[src/rtl/mux5_bus_arbiter.sv]
// Round-robin arbiter for five masters sharing a 32-bit one-hot 5:1 bus mux, with a one-cycle turnaround between owners.
// Optional forced release after MAX_HOLD cycles under contention: enable with `define ARB_TIMEOUT_EN.
module mux5_bus_arbiter #(
    parameter int MAX_HOLD = 16,
    parameter int CNT_W    = 5
) (
    input  logic       clk,
    input  logic       reset_n,
    input  logic [4:0] req,
    output logic [4:0] grant,
    output logic [4:0] mux_sel,
    output logic       busy,
    output logic [2:0] owner
);

    typedef enum logic [0:0] {
        IDLE  = 1'b0,
        GRANT = 1'b1
    } state_t;

    // Reject a configuration where the hold counter cannot reach MAX_HOLD-1.
    if ((MAX_HOLD < 2) || (MAX_HOLD > (1 << CNT_W))) begin : g_bad_cfg
        $error("mux5_bus_arbiter: MAX_HOLD out of range for CNT_W");
    end

    // Scan last+1, last+2, ... (mod 5); result is {found, index}.
    function automatic logic [3:0] rr_pick(input logic [4:0] r, input logic [2:0] last);
        logic [3:0] res;
        logic [2:0] idx;
        res = 4'b0000;
        idx = last;
        for (int k = 0; k < 5; k++) begin
            idx = (idx == 3'd4) ? 3'd0 : idx + 3'd1;
            if ((res[3] == 1'b0) && r[idx]) begin
                res = {1'b1, idx};
            end else begin
                res = res;
            end
        end
        return res;
    endfunction

    state_t     state_r, state_s;
    logic [4:0] grant_r, grant_s;
    logic [2:0] owner_r, owner_s;
    logic       busy_r, busy_s;
    logic [2:0] last_owner_r, last_owner_s;
    logic [3:0] pick_s;

`ifdef ARB_TIMEOUT_EN
    logic [CNT_W-1:0] hold_cnt_r, hold_cnt_s;
    logic             evict_s;
`endif

    assign pick_s = rr_pick(req, last_owner_r);

`ifdef ARB_TIMEOUT_EN
    // Forced release only when the owner has used its full window and someone else is waiting.
    always_comb begin
        evict_s = (hold_cnt_r == CNT_W'(MAX_HOLD - 1)) && ((req & ~grant_r) != 5'b00000);
    end
`endif

    // Next-state and next-output logic for the IDLE/GRANT arbiter.
    always_comb begin
        state_s      = state_r;
        grant_s      = grant_r;
        owner_s      = owner_r;
        busy_s       = busy_r;
        last_owner_s = last_owner_r;
`ifdef ARB_TIMEOUT_EN
        hold_cnt_s   = hold_cnt_r;
`endif
        case (state_r)
            IDLE: begin
                if (pick_s[3]) begin
                    state_s = GRANT;
                    grant_s = 5'b00001 << pick_s[2:0];
                    owner_s = pick_s[2:0];
                    busy_s  = 1'b1;
`ifdef ARB_TIMEOUT_EN
                    hold_cnt_s = {CNT_W{1'b0}};
`endif
                end else begin
                    state_s = IDLE;
                end
            end
            GRANT: begin
`ifdef ARB_TIMEOUT_EN
                if (req[owner_r] && !evict_s) begin
                    state_s = GRANT;
                    if (hold_cnt_r != {CNT_W{1'b1}}) begin
                        hold_cnt_s = hold_cnt_r + {{(CNT_W-1){1'b0}}, 1'b1};
                    end else begin
                        hold_cnt_s = hold_cnt_r;
                    end
                end else begin
`else
                if (req[owner_r]) begin
                    state_s = GRANT;
                end else begin
`endif
                    // Release always passes through IDLE, giving the bus turnaround cycle.
                    state_s      = IDLE;
                    grant_s      = 5'b00000;
                    busy_s       = 1'b0;
                    last_owner_s = owner_r;
                end
            end
            default: begin
                state_s = IDLE;
                grant_s = 5'b00000;
                busy_s  = 1'b0;
            end
        endcase
    end

    // State and output registers, cleared asynchronously.
    always_ff @(posedge clk or negedge reset_n) begin
        if (!reset_n) begin
            state_r      <= IDLE;
            grant_r      <= 5'b00000;
            owner_r      <= 3'd0;
            busy_r       <= 1'b0;
            last_owner_r <= 3'd4;
`ifdef ARB_TIMEOUT_EN
            hold_cnt_r   <= {CNT_W{1'b0}};
`endif
        end else begin
            state_r      <= state_s;
            grant_r      <= grant_s;
            owner_r      <= owner_s;
            busy_r       <= busy_s;
            last_owner_r <= last_owner_s;
`ifdef ARB_TIMEOUT_EN
            hold_cnt_r   <= hold_cnt_s;
`endif
        end
    end

    assign grant   = grant_r;
    assign owner   = owner_r;
    assign busy    = busy_r;
    // The mux orders its one-hot select MSB-first: master 0 drives bit 4.
    assign mux_sel = {grant_r[0], grant_r[1], grant_r[2], grant_r[3], grant_r[4]};

endmodule

[config.mk]
export PLATFORM = sky130hd
export DESIGN_NAME = mux5_bus_arbiter
export DESIGN_NICKNAME = d
export VERILOG_FILES = /design/src/rtl/mux5_bus_arbiter.sv
export SDC_FILE = /design/constraint.sdc
export NUM_CORES = 1
export LEC_CHECK = 0
export ABC_AREA = 1
export CAP_MARGIN = 20
export CORE_ASPECT_RATIO = 0.9
export CORE_MARGIN = 10
export CORE_UTILIZATION = 54
export DETAILED_ROUTE_END_ITERATION = 10
export GPL_TIMING_DRIVEN = 0
export PLACE_DENSITY_LB_ADDON = 0.3
export SKIP_LAST_GASP = 1
export SLEW_MARGIN = 20
export SYNTH_ARGS = -nofsm -noshare
export SYNTH_HDL_FRONTEND = slang
export SYNTH_SLANG_ARGS = --single-unit
[constraint.sdc]
create_clock -name clk -period 3.8 [get_ports clk]
set_input_delay 0.76 -clock clk [delete_from_list [all_inputs] [get_ports clk]]
set_output_delay 0.76 -clock clk [all_outputs]
set_load 0.05 [all_outputs]
### After elaboration in Yosys (flattened, before gate mapping)

Index checks and enable logic that the tools add are counted.

* register bits after elaboration: 13
* bits of input ports: 7
* output and inout port bits: 14
* word-level logic and storage cells: 68

* $add $sub $neg: 5
* order comparisons: 6
* equality and inequality tests: 7
* shift-type cells: 1
* mux-type cells: 31
* bitwise operators: 6
* reductions and logical operators: 7

Operator list (count)
* < comparator 3 x 4 -> 1 bit, second input constant: 6
* 2-to-1 mux 4 bit: 5
* binary-select mux 1 bit (select 3 bit): 6
* adder 3 x 1 -> 3 bit, second input constant: 5
* equality test 3 bit, second input constant: 5
* 2-to-1 mux 3 bit: 5
* 2-to-1 mux 1 bit: 10
* 2-to-1 mux 5 bit: 2
* case mux 5 bit (2 select lines): 1
* inverter 1 bit: 6
* AND reduction 2 bit: 3
* << shifter 1 x 3 -> 5 bit, first input constant: 1
* logical AND 1 bit: 4
* inequality test 2 bit, second input constant: 2
* case mux 1 bit (2 select lines): 2

### Logic depth before layout (Yosys ltp)

* word-level depth: 20
* mapped depth: 26
* depth with buffers taken out: 25

### Least setup slack after synthesis

OpenSTA, ideal clock, no wires.

* path kind: reg2reg
* start point: reg last_owner_r[0]
* end point: reg grant_r[0], in the netlist grant[0]
* setup time: 67 ps
* arrival time: 2819 ps
* data required time: 3733 ps
* slack: 914 ps
* stages on the path, launching flop included: 25
* buffers on the path: 1
* clock period less this slack: 2886 ps
* cell sequence: dfrtp_1 > inv_1 > ha_1 > nand2_1 > nand2_2 > buf_6 > ha_1 > nand3_2 > nand2_4 > ha_1 > nor2_1 > nand2_1 > nand2_2 > nand2_1 > nand2_2 > nand2_1 > nand3_1 > nand3_1 > nand2_2 > nand3_1 > nand2_1 > nand2_2 > nor2_1 > nand2_1 > nand2_1

* word-level cells in the longest chain between the ends: 20
* elaborated cells on any way between the ends: 43
* those cells by class: add/sub (5); eq/ne (6); shift (1); mux (22); bitwise (4); reduce/logical (5)

RTL lines
* start, declared: RTL line 47 `logic [2:0] last_owner_r, last_owner_s;`
* start signal, assigned: RTL line 134 `last_owner_r <= last_owner_s;`
* adder 3 x 1 -> 3 bit / equality test 3 bit (equally long branches): RTL line 33 `idx = (idx == 3'd4) ? 3'd0 : idx + 3'd1;`
* 2-to-1 mux 3 bit *: RTL line 33
* branches (longest 14 deep; another with adder 3 x 1 -> 3 bit)
* 2-to-1 mux 4 bit *: RTL line 34 `if ((res[3] == 1'b0) && r[idx]) begin`
* << shifter 1 x 3 -> 5 bit: RTL line 78 `grant_s = 5'b00001 << pick_s[2:0];`
* 2-to-1 mux 5 bit: RTL line 76 `if (pick_s[3]) begin`
* case mux 5 bit (2 select lines): RTL line 74 `case (state_r)`
* end signal, assigned: RTL line 131 `grant_r <= grant_s;`
* end, declared: RTL line 44 `logic [4:0] grant_r, grant_s;`

Every way passes the cells marked *. The select of a mux whose other input is x is not followed.
A chain may end at the register's enable or synchronous reset.

### Worst setup path after layout

* start point: reg last_owner_r[0]
* end point: reg grant_r[1], in the netlist grant[1]

The elaborated chain is that of the path after synthesis.

==> metrics.yaml <==
cells_and_area:
  areaGrowthSynthToFinish_pct: 18.2
  n_fill_cell: 246
  n_antenna_cell: 0
  drive_above_1_share: 0.149
  fin_nets: 265
  instances_no_fill: 277
global_route:
  grt_pass1_wl_um: 5590
  overflow: 0
  grt_max_degree: 14
  antenna_found_initial: 0
  grtUsageTotal: 0.134
  grt_pass1_vias: 1266
worst_setup_path:
  endpoint_kind: "register"
  crit_type: "register to register"
  path_max_fanout: 10
  setup.worst_path.start_class: "register"
  crit_required_ps: 4030
  cp_data_arrival_time_ps: 3530
floorplanning:
  rows: 17
  core_mm2: 0.00249
  initial_core_util: 0.577
  fp.dieH_um: 68.9
  die_w_um: 74.3
  pin_count: 21
  die_area_mm2: 0.00512
yosys:
  synthSimpleGateAreaFrac: 0.480
  synth_common_cells: "67 x nand2_1, 42 x nand3_1, 32 x inv_1"
  syn_area_mm2: 0.00144
  yosysMostFrequentCell: "nand2_1"
  synthCells: 225
  yosysTopAreaCellShare: 0.209
  synthArstFlopShare: 1.00
  synth_compound_area_frac: 0.0872
  ys_types: 25
  synth_largest_area_cell: "dfrtp_1"
  yosys-mux-area-fraction: 0
  synth-seq-cells: 13
  synth_top_family_by_area: "simple AND/OR/NAND/NOR gates"
  synth.avg_cell_area_um2: 6.38
  synth_warnings: 0
  ys_seq_area_frac: 0.228
  synth-adder-area-share: 0.0697
  synth_area_leaders: "dfrtp_1 21%, nand2_1 18%, nand3_1 15%, inv_1 8.4%, ha_1 7.0%"
  synth_edf_count: 0
  synth-xor-area-share: 0
  synthesis.nets: 240
  synth_flop_cell: "dfrtp_1"
clock_network:
  clk_latency_ps: 280
  h-tree-depth: 1
  ctsHoldBuffers: 0
  clk_pin_slew_worst_paths_ps: 80
  cts_setup_buffers: 0
  cts_made_buffers: 3
  clockBufferDepth: 2
  cts_root_buffer: "clkbuf_4"
  clock_sinks: 13
  cts_tree: "built"
  cts_resized: 0
timing:
  final_max_slew_viol_count: 0
  min_period_ps: 3300
  hold_viol: 0
  skew_ps: 7.15
  slew_headroom: 0.618
  rsz0062_at_grt: "false"
  layout_setup_ws_ps: 498
  fin_setup_tns_ps: 0
  finalSetupViolCount: 0
  tightest_slew_ps: 572
  finalCritPeriodShare: 0.869
  max_freq_mhz: 303
drt:
  viasPerCell: 5.18
  drtPass1Iterations: 4
  routedWlPerCell_um: 12.2
  wirelength_um: 3380
  ant_nets: 0
  drtIter0Drc: 65
  vias: 1436
  drc_errors: 0
outcome:
  status: "completed"
placed_design:
  dpl_worst_slack_ps: 535
  io_buffers: 20
  post-place-cells: 273
  dp_hpwl_um: 2770
  gp_congestion: 0.902
flow_run:
  cap_violations: 0
hold_path:
  hold_class: "register to register"
==> cell type report <==
| type | instances | area, um2 | area share |
|---|---|---|---|
| tap | 28 | 35.0 | 0.0206 |
| sequential | 13 | 327 | 0.192 |
| multi-input combinational | 170 | 913 | 0.538 |
| inverter | 34 | 128 | 0.0752 |
| timing repair buffer | 20 | 200 | 0.118 |
| clock buffer | 4 | 26.3 | 0.0155 |
| buffer | 8 | 67.6 | 0.0398 |
==> metrics by stage <==
step,hold WS (ps),util,instance area [um2]
global route,519,0.682,1700
global placement,464,0.671,1670
finish,490,0.682,1700
detailed placement,476,0.671,1670
CTS,495,0.682,1700
floorplan,464,-,1440
==> critical path, stage by stage, from the launching register on <==
cell	delay (ps)
dfrtp_1	440
inv_1	130
ha_1	250
nand2_1	80
nand2_2	60
buf_6	140
ha_1	220
nand3_2	120
nand2_4	100
ha_1	230
nor2_1	100
nand2_1	80
nand2_2	110
nand2_1	110
nand2_2	130
nand2_1	100
nand2_1	80
nand3_1	80
nand3_1	130
nand2_1	80
nand3_1	80
nand2_2	60
nor2_1	190
nand2_1	80
nand2_1	60
==> per-layer routing <==
layer | vias up | wire (um) | track usage
met3 | 5 | 154 | 0.0271
met1 | 639 | 1650 | 0.185
met2 | 27 | 1540 | 0.212
met4 | 0 | 31 | 0.0297
met5 | - | 0 | 0
li1 | 765 | - | -
==> cells by family (layout without fill, tap and decap cells) <==
| logic type | count (synthesis) | in the layout |
|---|---|---|
| adders and majority gates | 8 | 8 |
| and+or+nand+nor | 142 | 142 |
| buffers and inverters | 42 | 66 |
| AOI/OAI and AO/OA | 20 | 20 |
| DFF | 13 | 13 |
==> sequential cells by signal (all words and copies together) (netlist names) <==
signal and cells:
busy 1, grant 5, last_owner_r 3, owner 3, state_r 1
==> placed cells by master (no fill, tap or decap), types with 2 or more instances in the layout <==
cell type	instances
inv_2	2
buf_6	2
a21oi_1	5
nor2_4	2
nand3b_1	2
nor2_1	8
nand4_1	2
nand3_2	4
buf_4	6
clkbuf_4	3
o21ai_0	10
dfrtp_1	12
inv_1	32
ha_1	8
clkdlybuf4s50_1	20
a21oi_2	2
nand2_4	2
nand3_1	42
nand2_1	67
nand2_2	10
==> worst paths after layout <==
check / slack [ps] / cells after the start / end / startpoint
setup reg to reg: 500 / 24 / grant[1]$_DFFE_PN0P_ / last_owner_r[0]$_DFFE_PN0P_
setup / recovery: 500 / 24 / grant[1]$_DFFE_PN0P_ / last_owner_r[0]$_DFFE_PN0P_
min in group asynchronous: 840 / 1 / grant[1]$_DFFE_PN0P_ / reset_n
hold reg to reg: 490 / 2 / busy$_DFFE_PN0P_ / busy$_DFFE_PN0P_
hold / removal: 490 / 2 / busy$_DFFE_PN0P_ / busy$_DFFE_PN0P_
max in group asynchronous: 2580 / 1 / last_owner_r[2]$_DFFE_PN1P_ / reset_n
Power is left out: the tool's default activity adds up to more than one toggle a clock period on the data nets, which glitch-free logic cannot reach.
